**config.mk**
```make
export PLATFORM = sky130hd
export DESIGN_NAME = fp_adder_arbiter
export DESIGN_NICKNAME = d
export VERILOG_FILES = /design/src/rtl/fp_adder_arbiter_pkg.sv /design/src/rtl/fpa_tag_fifo.sv /design/src/rtl/fp_adder_arbiter.sv
export SDC_FILE = /design/constraint.sdc
export NUM_CORES = 1
export LEC_CHECK = 0
export CORE_AREA = 2 2 162 164
export CTS_BUF_LIST = sky130_fd_sc_hd__clkbuf_8
export DETAILED_ROUTE_END_ITERATION = 12
export DIE_AREA = 0 0 164 166
export DONT_BUFFER_PORTS = 1
export GPL_ROUTABILITY_DRIVEN = 0
export HOLD_SLACK_MARGIN = 0.08
export SETUP_SLACK_MARGIN = 0.1
export SYNTH_ARGS = -nofsm -noshare
export SYNTH_HDL_FRONTEND = slang
export SYNTH_SLANG_ARGS = --single-unit
```
**constraint.sdc**
```tcl
create_clock -name i_clk -period 7.6 [get_ports i_clk]
set_input_delay 1.52 -clock i_clk [delete_from_list [all_inputs] [get_ports i_clk]]
set_output_delay 1.52 -clock i_clk [all_outputs]
set_load 0.05 [all_outputs]
```
**src/rtl/fp_adder_arbiter_pkg.sv**
```systemverilog
// Shared types and defaults for the fp_adder_arbiter slice: tag type, FSM states,
// and default sizing of requester count, data width and tag FIFO depth.
package fp_adder_arbiter_pkg;

    localparam int unsigned FPA_NUM_REQ   = 4;
    localparam int unsigned FPA_DATA_W    = 32;
    localparam int unsigned FPA_TAG_DEPTH = 8;

    typedef logic [$clog2(FPA_NUM_REQ)-1:0] fpa_tag_t;

    typedef enum logic {
        ARB_IDLE,
        ARB_ISSUE
    } fpa_arb_state_t;

endpackage

```
**src/rtl/fpa_tag_fifo.sv**
```systemverilog
// Synchronous FIFO of requester tags with a first-word-fall-through head.
// Pointers wrap naturally (DEPTH is a power of 2); the occupancy counter separates full from empty.
module fpa_tag_fifo #(
    parameter int unsigned WIDTH = 2,
    parameter int unsigned DEPTH = 8
) (
    input  logic                     clk,
    input  logic                     rst_n,
    input  logic                     push,
    input  logic [WIDTH-1:0]         push_data,
    input  logic                     pop,
    output logic                     full,
    output logic                     empty,
    output logic [$clog2(DEPTH):0]   count,
    output logic [WIDTH-1:0]         head
);

    localparam int unsigned PTR_W = $clog2(DEPTH);
    localparam logic [PTR_W:0] FULL_CNT = (PTR_W+1)'(DEPTH);

    logic [WIDTH-1:0] mem_q [DEPTH];
    logic [WIDTH-1:0] mem_d [DEPTH];
    logic [PTR_W-1:0] wr_ptr_q, wr_ptr_d;
    logic [PTR_W-1:0] rd_ptr_q, rd_ptr_d;
    logic [PTR_W:0]   count_q, count_d;
    logic             do_push, do_pop;

    // A pop in the same cycle frees the slot, so a push into a full FIFO is legal then.
    always_comb begin
        do_pop   = pop && (count_q != '0);
        do_push  = push && ((count_q != FULL_CNT) || do_pop);
        mem_d    = mem_q;
        wr_ptr_d = wr_ptr_q;
        rd_ptr_d = rd_ptr_q;
        count_d  = count_q;
        if (do_push) begin
            mem_d[wr_ptr_q] = push_data;
            wr_ptr_d        = wr_ptr_q + 1'b1;
        end
        if (do_pop) begin
            rd_ptr_d = rd_ptr_q + 1'b1;
        end
        if (do_push && !do_pop) begin
            count_d = count_q + 1'b1;
        end else if (do_pop && !do_push) begin
            count_d = count_q - 1'b1;
        end
    end

    always_ff @(posedge clk or negedge rst_n) begin
        if (!rst_n) begin
            mem_q    <= '{default: '0};
            wr_ptr_q <= '0;
            rd_ptr_q <= '0;
            count_q  <= '0;
        end else begin
            mem_q    <= mem_d;
            wr_ptr_q <= wr_ptr_d;
            rd_ptr_q <= rd_ptr_d;
            count_q  <= count_d;
        end
    end

    assign full  = (count_q == FULL_CNT);
    assign empty = (count_q == '0);
    assign count = count_q;
    assign head  = mem_q[rd_ptr_q];

endmodule

```
**src/rtl/fp_adder_arbiter.sv**
```systemverilog
// Shares one fp_adder_sig among NUM_REQ requesters: round-robin grant, operand issue on the
// adder's a/b streams, and in-order routing of each result back to its issuer via a tag FIFO.
module fp_adder_arbiter
    import fp_adder_arbiter_pkg::*;
#(
    parameter int unsigned NUM_REQ   = FPA_NUM_REQ,
    parameter int unsigned DATA_W    = FPA_DATA_W,
    parameter int unsigned TAG_DEPTH = FPA_TAG_DEPTH
) (
    input  logic                          i_clk,
    input  logic                          aresetn,
    input  logic [NUM_REQ-1:0]            req_valid,
    output logic [NUM_REQ-1:0]            req_ready,
    input  logic [NUM_REQ*DATA_W-1:0]     req_a,
    input  logic [NUM_REQ*DATA_W-1:0]     req_b,
    output logic [NUM_REQ-1:0]            rsp_valid,
    input  logic [NUM_REQ-1:0]            rsp_ready,
    output logic [DATA_W-1:0]             rsp_data,
    output logic                          m_axis_a_tvalid,
    input  logic                          m_axis_a_tready,
    output logic [DATA_W-1:0]             m_axis_a_tdata,
    output logic                          m_axis_b_tvalid,
    input  logic                          m_axis_b_tready,
    output logic [DATA_W-1:0]             m_axis_b_tdata,
    input  logic                          s_axis_result_tvalid,
    output logic                          s_axis_result_tready,
    input  logic [DATA_W-1:0]             s_axis_result_tdata,
    output logic [$clog2(TAG_DEPTH):0]    outstanding,
    output logic                          err_orphan
);

    localparam int unsigned TAG_W = $clog2(NUM_REQ);
    localparam logic [TAG_W-1:0] LAST_REQ = TAG_W'(NUM_REQ - 1);

    fpa_arb_state_t state_q, state_d;
    logic [TAG_W-1:0]  rr_ptr_q, rr_ptr_d;
    logic [TAG_W-1:0]  grant_q, grant_d;
    logic [DATA_W-1:0] a_lat_q, a_lat_d;
    logic [DATA_W-1:0] b_lat_q, b_lat_d;
    logic              a_done_q, a_done_d;
    logic              b_done_q, b_done_d;
    logic              err_orphan_q, err_orphan_d;

    logic [TAG_W-1:0]  pick;
    logic              pick_found;
    int unsigned       cand;
    logic              a_fin, b_fin;

    logic                       fifo_push, fifo_pop, fifo_full, fifo_empty;
    logic [$clog2(TAG_DEPTH):0] fifo_count;
    logic [TAG_W-1:0]           fifo_head;

    fpa_tag_fifo #(
        .WIDTH (TAG_W),
        .DEPTH (TAG_DEPTH)
    ) u_tag_fifo (
        .clk       (i_clk),
        .rst_n     (aresetn),
        .push      (fifo_push),
        .push_data (pick),
        .pop       (fifo_pop),
        .full      (fifo_full),
        .empty     (fifo_empty),
        .count     (fifo_count),
        .head      (fifo_head)
    );

    // Round-robin search starting at rr_ptr, wrapping mod NUM_REQ.
    always_comb begin
        pick       = '0;
        pick_found = 1'b0;
        cand       = 0;
        for (int unsigned k = 0; k < NUM_REQ; k++) begin
            cand = (32'(rr_ptr_q) + k) % NUM_REQ;
            if (!pick_found && req_valid[TAG_W'(cand)]) begin
                pick_found = 1'b1;
                pick       = TAG_W'(cand);
            end
        end
    end

    always_comb begin
        state_d         = state_q;
        rr_ptr_d        = rr_ptr_q;
        grant_d         = grant_q;
        a_lat_d         = a_lat_q;
        b_lat_d         = b_lat_q;
        a_done_d        = a_done_q;
        b_done_d        = b_done_q;
        req_ready       = '0;
        fifo_push       = 1'b0;
        m_axis_a_tvalid = 1'b0;
        m_axis_b_tvalid = 1'b0;
        a_fin           = 1'b0;
        b_fin           = 1'b0;
        case (state_q)
            ARB_IDLE: begin
                // aresetn gates the combinational grant so req_ready is low throughout reset.
                if (aresetn && pick_found && !fifo_full) begin
                    req_ready[pick] = 1'b1;
                    a_lat_d         = req_a[pick*DATA_W +: DATA_W];
                    b_lat_d         = req_b[pick*DATA_W +: DATA_W];
                    grant_d         = pick;
                    fifo_push       = 1'b1;
                    a_done_d        = 1'b0;
                    b_done_d        = 1'b0;
                    state_d         = ARB_ISSUE;
                end
            end
            ARB_ISSUE: begin
                m_axis_a_tvalid = !a_done_q;
                m_axis_b_tvalid = !b_done_q;
                a_fin = a_done_q || (m_axis_a_tvalid && m_axis_a_tready);
                b_fin = b_done_q || (m_axis_b_tvalid && m_axis_b_tready);
                if (a_fin && b_fin) begin
                    a_done_d = 1'b0;
                    b_done_d = 1'b0;
                    rr_ptr_d = (grant_q == LAST_REQ) ? '0 : grant_q + 1'b1;
                    state_d  = ARB_IDLE;
                end else begin
                    a_done_d = a_fin;
                    b_done_d = b_fin;
                end
            end
            default: state_d = ARB_IDLE;
        endcase
    end

    // Return demux: the FIFO head names the only requester allowed to see the result.
    always_comb begin
        rsp_valid            = '0;
        s_axis_result_tready = 1'b0;
        fifo_pop             = 1'b0;
        err_orphan_d         = err_orphan_q;
        if (!fifo_empty) begin
            rsp_valid[fifo_head] = s_axis_result_tvalid;
            s_axis_result_tready = rsp_ready[fifo_head];
            fifo_pop             = s_axis_result_tvalid && rsp_ready[fifo_head];
        end else if (s_axis_result_tvalid) begin
            err_orphan_d = 1'b1;
        end
    end

    always_ff @(posedge i_clk or negedge aresetn) begin
        if (!aresetn) begin
            state_q      <= ARB_IDLE;
            rr_ptr_q     <= '0;
            grant_q      <= '0;
            a_lat_q      <= '0;
            b_lat_q      <= '0;
            a_done_q     <= 1'b0;
            b_done_q     <= 1'b0;
            err_orphan_q <= 1'b0;
        end else begin
            state_q      <= state_d;
            rr_ptr_q     <= rr_ptr_d;
            grant_q      <= grant_d;
            a_lat_q      <= a_lat_d;
            b_lat_q      <= b_lat_d;
            a_done_q     <= a_done_d;
            b_done_q     <= b_done_d;
            err_orphan_q <= err_orphan_d;
        end
    end

    assign m_axis_a_tdata = a_lat_q;
    assign m_axis_b_tdata = b_lat_q;
    assign rsp_data       = s_axis_result_tdata;
    assign outstanding    = fifo_count;
    assign err_orphan     = err_orphan_q;

endmodule

```
==> impl_summary.txt <==
----------------------------------------------------
[Critical path]
  Required time worst endpoint ... about 6.1 ns
  Startpoint-to-endpoint class of the critical path ... input pin to output port
  Critical path depth ... 4
  Cell Chain, Critical Path ... o41ai_1 -> a21oi_1 -> nand2b_4 -> nor3_2
  Delay contributed by the slowest stage of the critical path ... 0.89 ns
  Crit path buffers/inverters ... 0
  Cell family with the largest share of critical-path delay ... simple AND/OR/NAND/NOR gates
  Critical Path Source Type ... input pin
  Crit-path max FO ... approximately 100
  Critical Path AT ... 3.33 ns
  Category of the worst setup path capture point ... output port
  Slowest stage cell on the critical path ... sky130_fd_sc_hd__nor3_2
  Depth of the worst register-to-register path ... 12

[Synthesis]
  List of most frequent post-synthesis cells ... sky130_fd_sc_hd__a211oi_1 (128), sky130_fd_sc_hd__o31a_1 (128), sky130_fd_sc_hd__dfrtp_1 (98)
  Number of synthesized flops with an enable pin ... 0
  Library cell occupying the most area in the post-synthesis netlist ... sky130_fd_sc_hd__dfrtp_1
  Total nets after synthesis ... 1,032
  Number of warnings reported in the yosys synthesis log ... 0
  Gate count after technology mapping ... between 700 and 800
  Distinct cell type count after synthesis ... 42
  Cell types with the largest area share after synthesis ... sky130_fd_sc_hd__dfrtp_1 (36%), sky130_fd_sc_hd__o31a_1 (16%), sky130_fd_sc_hd__a211oi_1 (14%), sky130_fd_sc_hd__o31ai_1 (7.2%), sky130_fd_sc_hd__clkbuf_1 (4.6%)
  Count of state elements after synthesis ... 98
  Mean Syn Cell Area ... 9.393 sq um
  Mapped cell area ... 6800 sq um
  Leading register cell type out of synthesis ... sky130_fd_sc_hd__dfrtp_1
  Share of synthesized area occupied by flip-flops and latches ... between 30% and 40%
  Fraction of registers with async set or reset after synthesis ... 100.0%
  Share of the synthesized area in the top cell type ... 36.06%

[Global route]
  Global-route wire length before repair ... 33,950 microns
  Number of global-route vias before repair ... 5,468
  Grt total ovfl ... 0
  Maximum number of pins on one net before global-route repair ... 100
  Number of antenna violations at the first check in global routing ... 1
  Overall track demand over capacity in global routing ... 16.23%

[Status]
  Outcome ... finished, final reports clean

[Placed design]
  Number of instances in the placed design ... 950
  Total half-perimeter wirelength after legalization and detailed placement ... 16,490 microns
  Number of buffers inserted by port buffering ... 0
  Area post-placement ... 6803 sq um

[Timing]
  Fin. max-slew vios ... 0
  Actual transition at the worst max-transition pin ... between 0.9 and 1 ns
  Worst clock skew on the final layout ... ~0.018 ns
  Min cycle time layout ... 4.847 ns
  Portion of the clock cycle consumed by the worst path in the final layout ... 63.77%
  Maximum clock rate ... approximately 0.21 GHz
  RSZ-0062 raised after global routing ... false
  Worst relative slew slack ... 35.86%
  Worst-case hold slack ... 0.5054 ns
  Setup Total Neg Slack ... 0 ns
  Final hold violations ... 0
  Final setup violating endpoints ... 0

[Final layout]
  Number of filler instances in the final layout ... about 2,700
  Layout-stage area growth over the synthesis result ... 2.815%
  Post-layout nets ... 934
  Post-Layout Inst Area ... approximately 7000 sq um
  Share of post-route cells with drive strength above 1 ... 9.192%
  Number of cells in the finished layout apart from fillers ... 968

[Detailed routing]
  Number of DRC violations after detailed-routing iteration 0 ... 440
  Post-DRT Antenna Nets ... 0
  Routed wire per std cell ... between 20 and 25 microns
  Vias ... just under 6,000
  Via density per instance ... 6.003
  Total wirelength of the detailed-routed design ... 23,200 microns
  Remaining DRCs ... 0
  Number of optimization iterations in the first detailed-route pass ... 5

[Floorplan]
  Die H ... approximately 170 microns
  Die Span X ... 164 microns
  Die ar. ... 27,220 sq um
  Ports ... 413
  Core footprint ... ~26,000 sq um
  Initial cell density of the core ... 26.55%
  Standard-cell rows ... 59

[Clock tree]
  Clock slew at the register clock pins of the worst setup and hold paths ... 0.09 ns
  Clock tree from TritonCTS ... yes
  Hold_buf cts ... 0
  Total number of clock tree sinks ... 98
  Resized cells post-CTS ... 0
  Cts bufs inserted ... 9
  Largest buffer count on any clock path ... 2
  Later-pin clock latency in the skew report ... 0.38 ns
  Number of levels the H-tree was split into ... 3
  Cell at the root of the clock tree ... sky130_fd_sc_hd__clkbuf_8
  Number of setup buffers added after CTS ... 0

[Job]
  Count of maximum capacitance violations ... 0

[Pwr]
  Worst-case vdd ir drop ... 0.2703 mV
  Power density over the cells ... 478.3 nW/um^2
  Leakage ... around 2.5 nW
  Overall power of the completed layout ... 3.344 mW

[Worst hold path]
  Hold crit path type ... register to register
  Hold Path Stages ... 2

----------------------------------------------------
==> placed cells by master (no fill, tap or decap), types with 2 or more instances in the layout <==
cell type                    count
sky130_fd_sc_hd__clkbuf_8        9
sky130_fd_sc_hd__mux2_2         13
sky130_fd_sc_hd__mux4_2          2
sky130_fd_sc_hd__mux2_4          2
sky130_fd_sc_hd__nor3_1          3
sky130_fd_sc_hd__nor3_2          3
sky130_fd_sc_hd__xnor2_1         7
sky130_fd_sc_hd__a211oi_1      128
sky130_fd_sc_hd__nand2_1        77
sky130_fd_sc_hd__mux2_1          8
sky130_fd_sc_hd__o21ai_1         2
sky130_fd_sc_hd__o31ai_1        65
sky130_fd_sc_hd__or4b_1          2
sky130_fd_sc_hd__inv_8           2
sky130_fd_sc_hd__nand3_1         2
sky130_fd_sc_hd__o21ai_0         3
sky130_fd_sc_hd__inv_1           3
sky130_fd_sc_hd__clkinvlp_4      2
sky130_fd_sc_hd__nor2_1         11
sky130_fd_sc_hd__diode_2         2
sky130_fd_sc_hd__ha_1            6
sky130_fd_sc_hd__nor2b_1         5
sky130_fd_sc_hd__dfrtp_1        98
sky130_fd_sc_hd__nand4b_1        3
sky130_fd_sc_hd__mux4_1          2
sky130_fd_sc_hd__a21oi_1         2
sky130_fd_sc_hd__o31a_1        128
sky130_fd_sc_hd__nand2b_1        5
sky130_fd_sc_hd__a21o_1          3
sky130_fd_sc_hd__buf_4          14
==> where the power goes <==
group	switching (mW)	internal [mW]
clock	0.211	0.125
combinational	0.867	0.517
sequential	0.869	0.756
==> worst reg2reg max path, delay by kind of cell (launching register included) <==
family                   cells  cell delay (ns)
AO/OA/AOI/OAI                3             0.65
XOR/XNOR                     2             0.28
adder cells (fa/ha/maj)      2             0.52
buffers and inverters        2             0.48
flip-flops                   1             0.77
AND/OR/NAND/NOR              3             0.74
==> cell type report <==
class / instances / area [sq um] / share of cell area, %
well taps: 335 / 419.2 / 5.995
flip-flops and latches: 98 / 2452 / 35.08
inverters: 4 / 15.01 / 0.2147
clock buffers: 9 / 123.9 / 1.772
multi-input cells: 499 / 3811 / 54.51
repair buffers: 14 / 105.1 / 1.503
diodes: 2 / 5.005 / 0.07158
clock inverters: 7 / 60.06 / 0.8590
==> registers in the layout (all words and copies together), names as in the netlist <==
register / count
m_axis_a_tdata: 32
m_axis_b_tdata: 32
u_tag_fifo.mem_q: 16
u_tag_fifo.count: 4
u_tag_fifo.rd_ptr_q: 3
u_tag_fifo.wr_ptr_q: 3
grant_q: 2
rr_ptr_q: 2
a_done_q: 1
b_done_q: 1
err_orphan: 1
state_q: 1
==> metrics by stage <==
step           util, %  setup WS (ns)
2_1_floorplan        -          2.544
6_report         27.29          2.753
3_3_place_gp     26.56          2.723
5_1_grt          27.29          2.547
3_5_place_dp     26.56          2.748
4_1_cts          27.27          2.743
==> routing by layer <==
layer,track usage [%],wire [microns]
met3,4.071,1652
met4,5.873,608
met2,26.11,11130
met1,21.02,9807
met5,0,0
==> path summary, 6_finish.rpt <==
check | start | endpoint | slack, ns
worst max-delay path | aresetn | req_ready[3] | 2.75
worst min-delay path | grant_q[1] | grant_q[1] | 0.51
worst max register to register | u_tag_fifo.count[1] | u_tag_fifo.count[3] | 4.03
worst min register to register | grant_q[1] | grant_q[1] | 0.51
max in group asynchronous | aresetn | m_axis_b_tdata[11] | 6.59
min in group asynchronous | aresetn | m_axis_b_tdata[28] | 0.82
==> kinds of logic (layout without fill, tap and decap cells) <==
kind of cell | after synthesis | in the layout | share of synthesized area, %
AOI/OAI and AO/OA | 339 | 339 | 39.52
xor gates and xnor gates | 8 | 8 | 1.030
adders and majority gates | 7 | 7 | 1.398
buffers and inverters | 127 | 34 | 8.887
DFF | 98 | 98 | 36.06
muxes | 27 | 27 | 5.354
other | 0 | 2 | 0
and+or+nand+nor | 118 | 118 | 7.746
(Power assumes the default switching activity.)
